## config.mk

```make
export PLATFORM = sky130hd
export DESIGN_NAME = rr_burst_arbiter_flat
export DESIGN_NICKNAME = d
export VERILOG_FILES = /design/src/rtl/packet_pkg.sv /design/src/rtl/rr_burst_arbiter_if.sv /design/src/rtl/rr_burst_arbiter_pick.sv /design/src/rtl/rr_burst_arbiter.sv /design/src/flat_wrapper.sv
export SDC_FILE = /design/constraint.sdc
export NUM_CORES = 1
export LEC_CHECK = 0
export CAP_MARGIN = 30
export CORE_MARGIN = 2
export CORE_UTILIZATION = 45
export DETAILED_ROUTE_END_ITERATION = 10
export GPL_ROUTABILITY_DRIVEN = 0
export PLACE_DENSITY = 0.76
export RECOVER_POWER = 100
export SLEW_MARGIN = 10
export SYNTH_ARGS = -nofsm -noshare
export SYNTH_HDL_FRONTEND = slang
export SYNTH_HIERARCHICAL = 1
export SYNTH_SLANG_ARGS = --single-unit
```

## constraint.sdc

```tcl
create_clock -name clk -period 3.4 [get_ports clk]
set_input_delay 0.68 -clock clk [delete_from_list [all_inputs] [get_ports clk]]
set_output_delay 0.68 -clock clk [all_outputs]
set_load 0.005 [all_outputs]
```

## src/rtl/packet_pkg.sv

```systemverilog
// Shared switch types and sizes; the arbiter adds its port-index width,
// FSM state enum and per-output FSM record here.
package packet_pkg;
  localparam int NUM_PORTS  = 4;
  localparam int PORT_IDX_W = $clog2(NUM_PORTS);
  localparam int ADDR_WIDTH = NUM_PORTS;
  localparam int DATA_WIDTH = 32;

  typedef enum logic {ARB_IDLE, ARB_BUSY} arb_state_t;

  typedef struct packed {
    arb_state_t            state;
    logic [PORT_IDX_W-1:0] owner;
    logic [PORT_IDX_W-1:0] ptr;
    logic [3:0]            beats;
  } arb_fsm_t;

  function automatic logic is_onehot(input logic [ADDR_WIDTH-1:0] v);
    return (v != '0) && ((v & (v - 1'b1)) == '0);
  endfunction
endpackage

```

## src/rtl/rr_burst_arbiter_if.sv

```systemverilog
// Request/grant bundle between the switch ports, the arbiter and the output muxes.
interface rr_burst_arbiter_if #(parameter int STAT_WIDTH = 16);
  logic [packet_pkg::NUM_PORTS-1:0]  port_reqs;
  logic [packet_pkg::ADDR_WIDTH-1:0] port0_dst, port1_dst, port2_dst, port3_dst;
  logic                              stats_clr;
  logic [packet_pkg::NUM_PORTS-1:0]  grant_bus;
  logic [packet_pkg::PORT_IDX_W-1:0] mux_sel0, mux_sel1, mux_sel2, mux_sel3;
  logic                              active0, active1, active2, active3;
  logic [packet_pkg::NUM_PORTS-1:0]  dst_err;
  logic [STAT_WIDTH-1:0]             grant_cnt0, grant_cnt1, grant_cnt2, grant_cnt3;

  modport master (
    output port_reqs, port0_dst, port1_dst, port2_dst, port3_dst, stats_clr,
    input  grant_bus, mux_sel0, mux_sel1, mux_sel2, mux_sel3,
           active0, active1, active2, active3, dst_err,
           grant_cnt0, grant_cnt1, grant_cnt2, grant_cnt3
  );

  modport slave (
    input  port_reqs, port0_dst, port1_dst, port2_dst, port3_dst, stats_clr,
    output grant_bus, mux_sel0, mux_sel1, mux_sel2, mux_sel3,
           active0, active1, active2, active3, dst_err,
           grant_cnt0, grant_cnt1, grant_cnt2, grant_cnt3
  );
endinterface

```

## src/rtl/rr_burst_arbiter_pick.sv

```systemverilog
// Combinational 4-way rotating-priority picker: first set req bit scanning
// from ptr upward, modulo NUM_PORTS.
module rr_pick
  import packet_pkg::*;
(
  input  logic [NUM_PORTS-1:0]  req,
  input  logic [PORT_IDX_W-1:0] ptr,
  output logic                  valid,
  output logic [PORT_IDX_W-1:0] idx
);
  logic [PORT_IDX_W-1:0] cand;

  // Scan from farthest to nearest so the candidate closest to ptr wins.
  always_comb begin
    cand  = '0;
    idx   = ptr;
    valid = |req;
    for (int k = NUM_PORTS - 1; k >= 0; k--) begin
      cand = PORT_IDX_W'(ptr + k);
      if (req[cand]) idx = cand;
    end
  end
endmodule

```

## src/rtl/rr_burst_arbiter.sv

```systemverilog
// Per-output round-robin arbiter with bounded burst ownership (MAX_BURST beats).
// Optional beat counters are built when ARB_STATS_EN is defined.
module rr_burst_arbiter
  import packet_pkg::*;
#(
  parameter int MAX_BURST  = 4,
  parameter int STAT_WIDTH = 16
) (
  input  logic              clk,
  input  logic              rst_n,
  rr_burst_arbiter_if.slave bus
);
  localparam logic [3:0] LAST_BEAT = 4'(MAX_BURST - 1);

  logic [NUM_PORTS-1:0][ADDR_WIDTH-1:0] dst;
  logic [NUM_PORTS-1:0]                 req_live, dst_ok, grant;
  logic [NUM_PORTS-1:0][NUM_PORTS-1:0]  r_o;      // [output][input]
  logic [NUM_PORTS-1:0]                 own_req, active, release_now, pick_vld;
  logic [NUM_PORTS-1:0][PORT_IDX_W-1:0] pick_ptr, pick_idx;
  logic [NUM_PORTS-1:0][STAT_WIDTH-1:0] cnt_q;
  arb_fsm_t                             fsm_q [NUM_PORTS];
  arb_fsm_t                             fsm_d [NUM_PORTS];

  assign dst      = {bus.port3_dst, bus.port2_dst, bus.port1_dst, bus.port0_dst};
  assign req_live = bus.port_reqs & {NUM_PORTS{rst_n}};

  always_comb begin
    dst_ok      = '0;
    r_o         = '0;
    own_req     = '0;
    active      = '0;
    release_now = '0;
    pick_ptr    = '0;
    for (int i = 0; i < NUM_PORTS; i++) dst_ok[i] = is_onehot(dst[i]);
    for (int o = 0; o < NUM_PORTS; o++) begin
      for (int i = 0; i < NUM_PORTS; i++)
        r_o[o][i] = req_live[i] & dst[i][o] & dst_ok[i];
      own_req[o]     = r_o[o][fsm_q[o].owner];
      active[o]      = (fsm_q[o].state == ARB_BUSY) & own_req[o];
      release_now[o] = (fsm_q[o].state == ARB_BUSY) &
                       (!own_req[o] || fsm_q[o].beats == LAST_BEAT);
      // A releasing output re-arbitrates this cycle from just past the old owner.
      pick_ptr[o]    = release_now[o] ? PORT_IDX_W'(fsm_q[o].owner + 1'b1)
                                      : fsm_q[o].ptr;
    end
  end

  for (genvar o = 0; o < NUM_PORTS; o++) begin : g_pick
    rr_pick u_pick (
      .req   (r_o[o]),
      .ptr   (pick_ptr[o]),
      .valid (pick_vld[o]),
      .idx   (pick_idx[o])
    );
  end

  always_comb begin
    grant = '0;
    for (int o = 0; o < NUM_PORTS; o++) begin
      fsm_d[o] = fsm_q[o];
      if (active[o]) grant[fsm_q[o].owner] = 1'b1;
      case (fsm_q[o].state)
        ARB_IDLE: begin
          if (pick_vld[o]) begin
            fsm_d[o].state = ARB_BUSY;
            fsm_d[o].owner = pick_idx[o];
            fsm_d[o].beats = '0;
          end
        end
        ARB_BUSY: begin
          if (release_now[o]) begin
            fsm_d[o].ptr = pick_ptr[o];
            if (pick_vld[o]) begin
              fsm_d[o].owner = pick_idx[o];
              fsm_d[o].beats = '0;
            end else begin
              fsm_d[o].state = ARB_IDLE;
            end
          end else begin
            fsm_d[o].beats = 4'(fsm_q[o].beats + 1'b1);
          end
        end
        default: fsm_d[o].state = ARB_IDLE;
      endcase
    end
  end

  always_ff @(posedge clk or negedge rst_n) begin
    if (!rst_n) begin
      for (int o = 0; o < NUM_PORTS; o++)
        fsm_q[o] <= '{state: ARB_IDLE, owner: '0, ptr: '0, beats: '0};
    end else begin
      for (int o = 0; o < NUM_PORTS; o++) fsm_q[o] <= fsm_d[o];
    end
  end

`ifdef ARB_STATS_EN
  logic [NUM_PORTS-1:0][STAT_WIDTH-1:0] cnt_d;

  always_comb begin
    cnt_d = cnt_q;
    for (int o = 0; o < NUM_PORTS; o++) begin
      if (bus.stats_clr)                 cnt_d[o] = '0;
      else if (active[o] && ~&cnt_q[o])  cnt_d[o] = cnt_q[o] + 1'b1;
    end
  end

  always_ff @(posedge clk or negedge rst_n) begin
    if (!rst_n) cnt_q <= '0;
    else        cnt_q <= cnt_d;
  end
`else
  logic unused_stats_clr;
  assign unused_stats_clr = bus.stats_clr;
  assign cnt_q            = '0;
`endif

  assign bus.grant_bus  = grant;
  assign bus.dst_err    = req_live & ~dst_ok;
  assign bus.active0    = active[0];
  assign bus.active1    = active[1];
  assign bus.active2    = active[2];
  assign bus.active3    = active[3];
  assign bus.mux_sel0   = fsm_q[0].owner;
  assign bus.mux_sel1   = fsm_q[1].owner;
  assign bus.mux_sel2   = fsm_q[2].owner;
  assign bus.mux_sel3   = fsm_q[3].owner;
  assign bus.grant_cnt0 = cnt_q[0];
  assign bus.grant_cnt1 = cnt_q[1];
  assign bus.grant_cnt2 = cnt_q[2];
  assign bus.grant_cnt3 = cnt_q[3];
endmodule

```

## src/flat_wrapper.sv

```systemverilog
// flat-port wrapper written by rule: the top's interface ports become plain ports
module rr_burst_arbiter_flat import packet_pkg::*;
#(
  parameter int MAX_BURST  = 4,
  parameter int STAT_WIDTH = 16
)
  (clk, rst_n, bus_port_reqs, bus_port0_dst, bus_port1_dst, bus_port2_dst, bus_port3_dst, bus_stats_clr, bus_grant_bus, bus_mux_sel0, bus_mux_sel1, bus_mux_sel2, bus_mux_sel3, bus_active0, bus_active1, bus_active2, bus_active3, bus_dst_err, bus_grant_cnt0, bus_grant_cnt1, bus_grant_cnt2, bus_grant_cnt3);
  rr_burst_arbiter_if #(.STAT_WIDTH(STAT_WIDTH)) bus_i ();
  input  logic clk;
  input  logic rst_n;
  input wire logic [$bits(bus_i.port_reqs)-1:0] bus_port_reqs;
  input wire logic [$bits(bus_i.port0_dst)-1:0] bus_port0_dst;
  input wire logic [$bits(bus_i.port1_dst)-1:0] bus_port1_dst;
  input wire logic [$bits(bus_i.port2_dst)-1:0] bus_port2_dst;
  input wire logic [$bits(bus_i.port3_dst)-1:0] bus_port3_dst;
  input wire logic [$bits(bus_i.stats_clr)-1:0] bus_stats_clr;
  output wire logic [$bits(bus_i.grant_bus)-1:0] bus_grant_bus;
  output wire logic [$bits(bus_i.mux_sel0)-1:0] bus_mux_sel0;
  output wire logic [$bits(bus_i.mux_sel1)-1:0] bus_mux_sel1;
  output wire logic [$bits(bus_i.mux_sel2)-1:0] bus_mux_sel2;
  output wire logic [$bits(bus_i.mux_sel3)-1:0] bus_mux_sel3;
  output wire logic [$bits(bus_i.active0)-1:0] bus_active0;
  output wire logic [$bits(bus_i.active1)-1:0] bus_active1;
  output wire logic [$bits(bus_i.active2)-1:0] bus_active2;
  output wire logic [$bits(bus_i.active3)-1:0] bus_active3;
  output wire logic [$bits(bus_i.dst_err)-1:0] bus_dst_err;
  output wire logic [$bits(bus_i.grant_cnt0)-1:0] bus_grant_cnt0;
  output wire logic [$bits(bus_i.grant_cnt1)-1:0] bus_grant_cnt1;
  output wire logic [$bits(bus_i.grant_cnt2)-1:0] bus_grant_cnt2;
  output wire logic [$bits(bus_i.grant_cnt3)-1:0] bus_grant_cnt3;
  assign bus_i.port_reqs = bus_port_reqs;
  assign bus_i.port0_dst = bus_port0_dst;
  assign bus_i.port1_dst = bus_port1_dst;
  assign bus_i.port2_dst = bus_port2_dst;
  assign bus_i.port3_dst = bus_port3_dst;
  assign bus_i.stats_clr = bus_stats_clr;
  assign bus_grant_bus = bus_i.grant_bus;
  assign bus_mux_sel0 = bus_i.mux_sel0;
  assign bus_mux_sel1 = bus_i.mux_sel1;
  assign bus_mux_sel2 = bus_i.mux_sel2;
  assign bus_mux_sel3 = bus_i.mux_sel3;
  assign bus_active0 = bus_i.active0;
  assign bus_active1 = bus_i.active1;
  assign bus_active2 = bus_i.active2;
  assign bus_active3 = bus_i.active3;
  assign bus_dst_err = bus_i.dst_err;
  assign bus_grant_cnt0 = bus_i.grant_cnt0;
  assign bus_grant_cnt1 = bus_i.grant_cnt1;
  assign bus_grant_cnt2 = bus_i.grant_cnt2;
  assign bus_grant_cnt3 = bus_i.grant_cnt3;
  rr_burst_arbiter #(.MAX_BURST(MAX_BURST), .STAT_WIDTH(STAT_WIDTH)) u_core (.clk(clk), .rst_n(rst_n), .bus(bus_i));
endmodule
```

After elaboration in Yosys (flattened, before gate mapping)
Index checks and enable logic that the tools add are counted.

word-level totals
  flip-flop bits (word level) = 36
  input port bits = 23
  output and inout port bits = 84
  word-level logic and storage cells = 274

cells by class
  add/subtract/negate cells = 24
  order comparisons = 24
  equality and inequality tests = 16
  muxes and demuxes = 104
  bitwise logic cells = 54
  reductions and logical operators = 36

operator list
  kind                   number
  $lt A2 B3 Y1 const B   20
  $mux W2                24
  $mux W4                12
  $and A1 B1 Y1          40
  $bmux W1 S2            20
  $pmux W4 S2            4
  $mux W1                28
  $and A4 B4 Y4          6
  $pmux W3 S2            4
  $mux W5                4
  $add A2 B1 Y2 const B  8
  $add A2 B2 Y2 const B  8
  $add A4 B1 Y4 const B  4
  $eq A4 B2 Y1 const B   4
  $logic_not A4 Y1       4
  $ne A2 B2 Y1 const B   8
  $reduce_bool A4 Y1     4
  $reduce_or A4 Y1       4
  $sub A4 B1 Y4 const B  4
  $mux W3                4
  $or A4 B4 Y4           3
  $reduce_and A3 Y1      4
  $demux W1 S2           4
  $ge A2 B1 Y1 const B   4
  7 further kinds        29

Logic depth before layout (Yosys ltp)
  depth in word-level cells = 21
  depth in mapped cells = 10
  depth with buffers taken out = 9

Modules after synthesis
Netlist, hierarchy kept.

by module, submodules not included
  module            instances  cells each  area each (um^2)
  rr_burst_arbiter  1          347         3188.1
  rr_pick           4          16          100.1

Worst setup path after synthesis
OpenSTA, ideal clock, no wires.

  kind = input -> register
  start point = input port rst_n
  end point = register u_core.fsm_q, in the netlist u_core/bus.mux_sel0[1]
  setup time = 0.065 ns
  data arrival time = 3.244 ns
  slack = 0.091 ns
  stages = 10
  cell sequence = buf_6 > nand2_2 > or4_1 > mux4_2 > o21ai_2 > mux2_2 > and3b_1 > or4_1 > nand2_1 > mux2_2

RTL lines
  what                           RTL line                source
  start, declared                flat_wrapper.sv:10      input logic rst_n;
  end signal, assigned by index  rr_burst_arbiter.sv:91  fsm_q[o] <= '{state: ARB_IDLE, owner: '0, ptr: '0, beats: '0};
  end, declared                  rr_burst_arbiter.sv:21  arb_fsm_t fsm_q [NUM_PORTS];

==> results_dict.tcl <==
set metrics [dict create \
    crit_chain "dlygate4sd2_1 > buf_4 > or4_4 > mux4_2 > o21ai_2 > buf_4 > mux2_4 > and2b_2 > or4_1 > nand2_1 > mux2_2" \
    period_minus_slack_ps 3380 \
    cap_violations 0 \
    drt-total-wl_um 8700 \
    htree_levels 2 \
    clkSlewWorstSetupHoldPaths_ps 80 \
    initial_core_util_pct 46.4 \
    pre_cts_ws_ps -615 \
    drtIter0Drc 135 \
    synth_edf_count 0 \
    synth_area_leader_cell "dfrtp_1" \
    clock_sinks 36 \
    ys_async_sr_fraction_pct 100 \
    finalHoldViolations 0 \
    p_switching_mw 0.695 \
    yosys.cell_types.count 48 \
    ys_seq_area_share_pct 25.1 \
    first_global_vias 3073 \
    area_growth_pct 28.8 \
    p_leak_nw 2.41 \
    grt_pass1_wl_um 13700 \
    rsz0062_at_grt "true" \
    grt_max_degree 25 \
    die_h_um 93.3 \
    clk_latency_ps 290 \
    syn_area_mm2 0.00359 \
    swShare_pct 37.1 \
    synth_simple_gate_area_share_pct 22.7 \
    setup_viol 0 \
    antenna_found_initial 0 \
    rows 32 \
    seqPwrFrac_pct 36.1 \
    drv_slew 0 \
    fillers 616 \
    setup_ws_ps 21.3 \
    synth_seq_cells 36 \
    crit_family "simple AND/OR/NAND/NOR gates" \
    die_w_um 93.3 \
    hold_buffers 0 \
    synth_top_family_by_area "simple AND/OR/NAND/NOR gates" \
    crit_top_cell "buf_4" \
    reg2reg_slack_ps 520 \
    syn_area_per_cell_um2 8.73 \
    max-vdd-ir-drop_v 0.000204 \
    gr-usage-all-layers_pct 19.2 \
    dp.final_hpwl_um 6480 \
    fmax_ghz 0.296 \
    yosys.area_share.xor_xnor_pct 0 \
    max_stage_delay_ps 530 \
    drive_gt1_share_pct 34.2 \
    wl_per_cell_um 14.1 \
    worst_pin_slew_ps 608 \
    place_area_mm2 0.00423 \
    clock_power_share_pct 17.1 \
    period_share_pct 99.4 \
    vias_per_cell 5.12 \
    skew_ps 1.26 \
    diodes 0 \
    synth_common_cells "buf_4 (72), inv_1 (41), dfrtp_1 (36)" \
    maxSlewHeadroom_pct 59.1 \
    synth_top_area_share_pct 25.1 \
    io_pins 107 \
    endpoint_kind "flop" \
    cellPowerDensity_mw_per_mm2 406 \
    synth_fa_ha_area_share_pct 6.97 \
    yosys_warnings 6 \
    synthTopCellsByArea "dfrtp_1 (25%), buf_4 (15%), mux2_2 (8.2%)" \
    synth-compound-area-share_pct 13.1 \
    cp_max_fo 5 \
    cp.arrival_ps 3600 \
    whs_ps 354 \
    die_area_mm2 0.00870 \
    grt_overflow 0 \
    internal_power_mw 1.18 \
    fp.coreArea_mm2 0.00773 \
    hold_class "in -> async" \
    cts_buffer_depth 2 \
    total_power_mw 1.87 \
    fin_util_pct 59.8 \
    drc 0 \
    root_buffer "clkbuf_8" \
    vias 3168 \
    tritoncts "yes" \
    comb_power_share_pct 46.8 \
    cts_buffers 5 \
    synth.area.mux_share_pct 12.2 \
    design_area_mm2 0.00462 \
    synth_ff_type "dfrtp_1" \
    drtPass1Iterations 4 \
    crit_required_ps 3630 \
    critPathBufInv 3 \
    finish.net_count 559 \
    worst_path_max_delay_cell "mux4_2" \
    ant_nets 0 \
    status "finished, final reports clean" \
    synthCells 411 \
    start_kind "input pin" \
    port-buffer-count 41 \
    path_class "in -> reg" \
    synth.most_common_cell "buf_4" \
]
routing by layer:
| layer | GRT usage, % | part of all wire [%] |
|---|---|---|
| met1 | 23.1 | 42 |
| met2 | 34.9 | 51 |
| met3 | 2.66 | 4.4 |
| met4 | 6.86 | 3.1 |
| met5 | 0 | 0 |
sequential cells by signal (all words and copies together) (netlist names):
signal	cells
u_core/bus.mux_sel2	2
u_core/fsm_q	28
u_core/bus.mux_sel0	2
u_core/bus.mux_sel1	2
u_core/bus.mux_sel3	2
layout make-up:
class	count	area, um^2	area share [%]
clock buffer	8	90.1	1.95
tap	102	128	2.76
multi-input combinational	323	2480	53.7
timing repair buffer	109	870	18.8
sequential	36	901	19.5
inverter	41	154	3.33
power by group through the flow:
stage	logic, mW	clock network, mW	registers [mW]
finish	0.878	0.320	0.676
global route	0.969	0.342	0.695
CTS	0.817	0.326	0.666
detailed placement	0.781	0	0.672
global placement	0.748	0	0.664
floorplan	0.603	0	0.626
repair_timing:
action | in CTS | in global routing
endpoints found under the setup margin | 16 | 12
resized for setup | 101 | 36
pin swaps | 11 | 7
setup buffers | 7 | 7
cell families after synthesis:
| group | count (synthesis) |
|---|---|
| and+or+nand+nor | 139 |
| buffers and inverters | 115 |
| AOI/OAI and AO/OA | 66 |
| DFF | 36 |
| muxes | 34 |
| adders and majority gates | 20 |
| other | 1 |
through the flow:
| stage | std cells | TNS (ps) |
|---|---|---|
| CTS | 614 | 0 |
| global placement | 600 | -7530 |
| global route | 619 | -42.4 |
| floorplan | 474 | 0 |
| finish | 619 | 0 |
| detailed placement | 600 | -8280 |
cell usage in the layout, fill, tap and decap left out, types with 4 or more instances in the layout:
cell type        netlist  final
nand2b_4               0      6
nand2_1               21     20
inv_1                 41     39
ha_1                  20     20
a221o_1                4      4
buf_4                 72     63
clkbuf_8               0      6
o21ai_0               13     11
dlygate4sd2_1          0      6
a2bb2oi_1              4      4
buf_2                  1      8
and3b_1                8      8
nor2_1                25     23
nor3_1                 9      9
mux4_2                 5      5
or4_4                  0      8
buf_6                  1      7
and2b_1                4      4
conb_1                 1     64
o21bai_1               5      5
clkdlybuf4s50_1        0     13
nor2b_1                7      6
mux2_4                 0      7
nand2b_1              13      7
dfrtp_1               36     36
or4_1                 15      7
nor4b_2                0      5
a21oi_1               14     14
clkbuf_2               0      6
and2b_2                8      8
o221a_2                4      4
mux2_2                26     19
nand3_1               12     11
worst paths after layout:
check,startpoint,end,cells after the start
max reg2reg,u_core/bus.mux_sel2[0],u_core/bus.mux_sel2[0],11
min reg2reg,u_core/fsm_q[13],u_core/fsm_q[13],1
max in group asynchronous,rst_n,u_core/fsm_q[27],2
min,rst_n,u_core/fsm_q[21],2
min in group clk,u_core/fsm_q[13],u_core/fsm_q[13],1
max,bus_port2_dst[2],u_core/bus.mux_sel0[1],11
No activity file was read; power rests on OpenSTA's default activity.
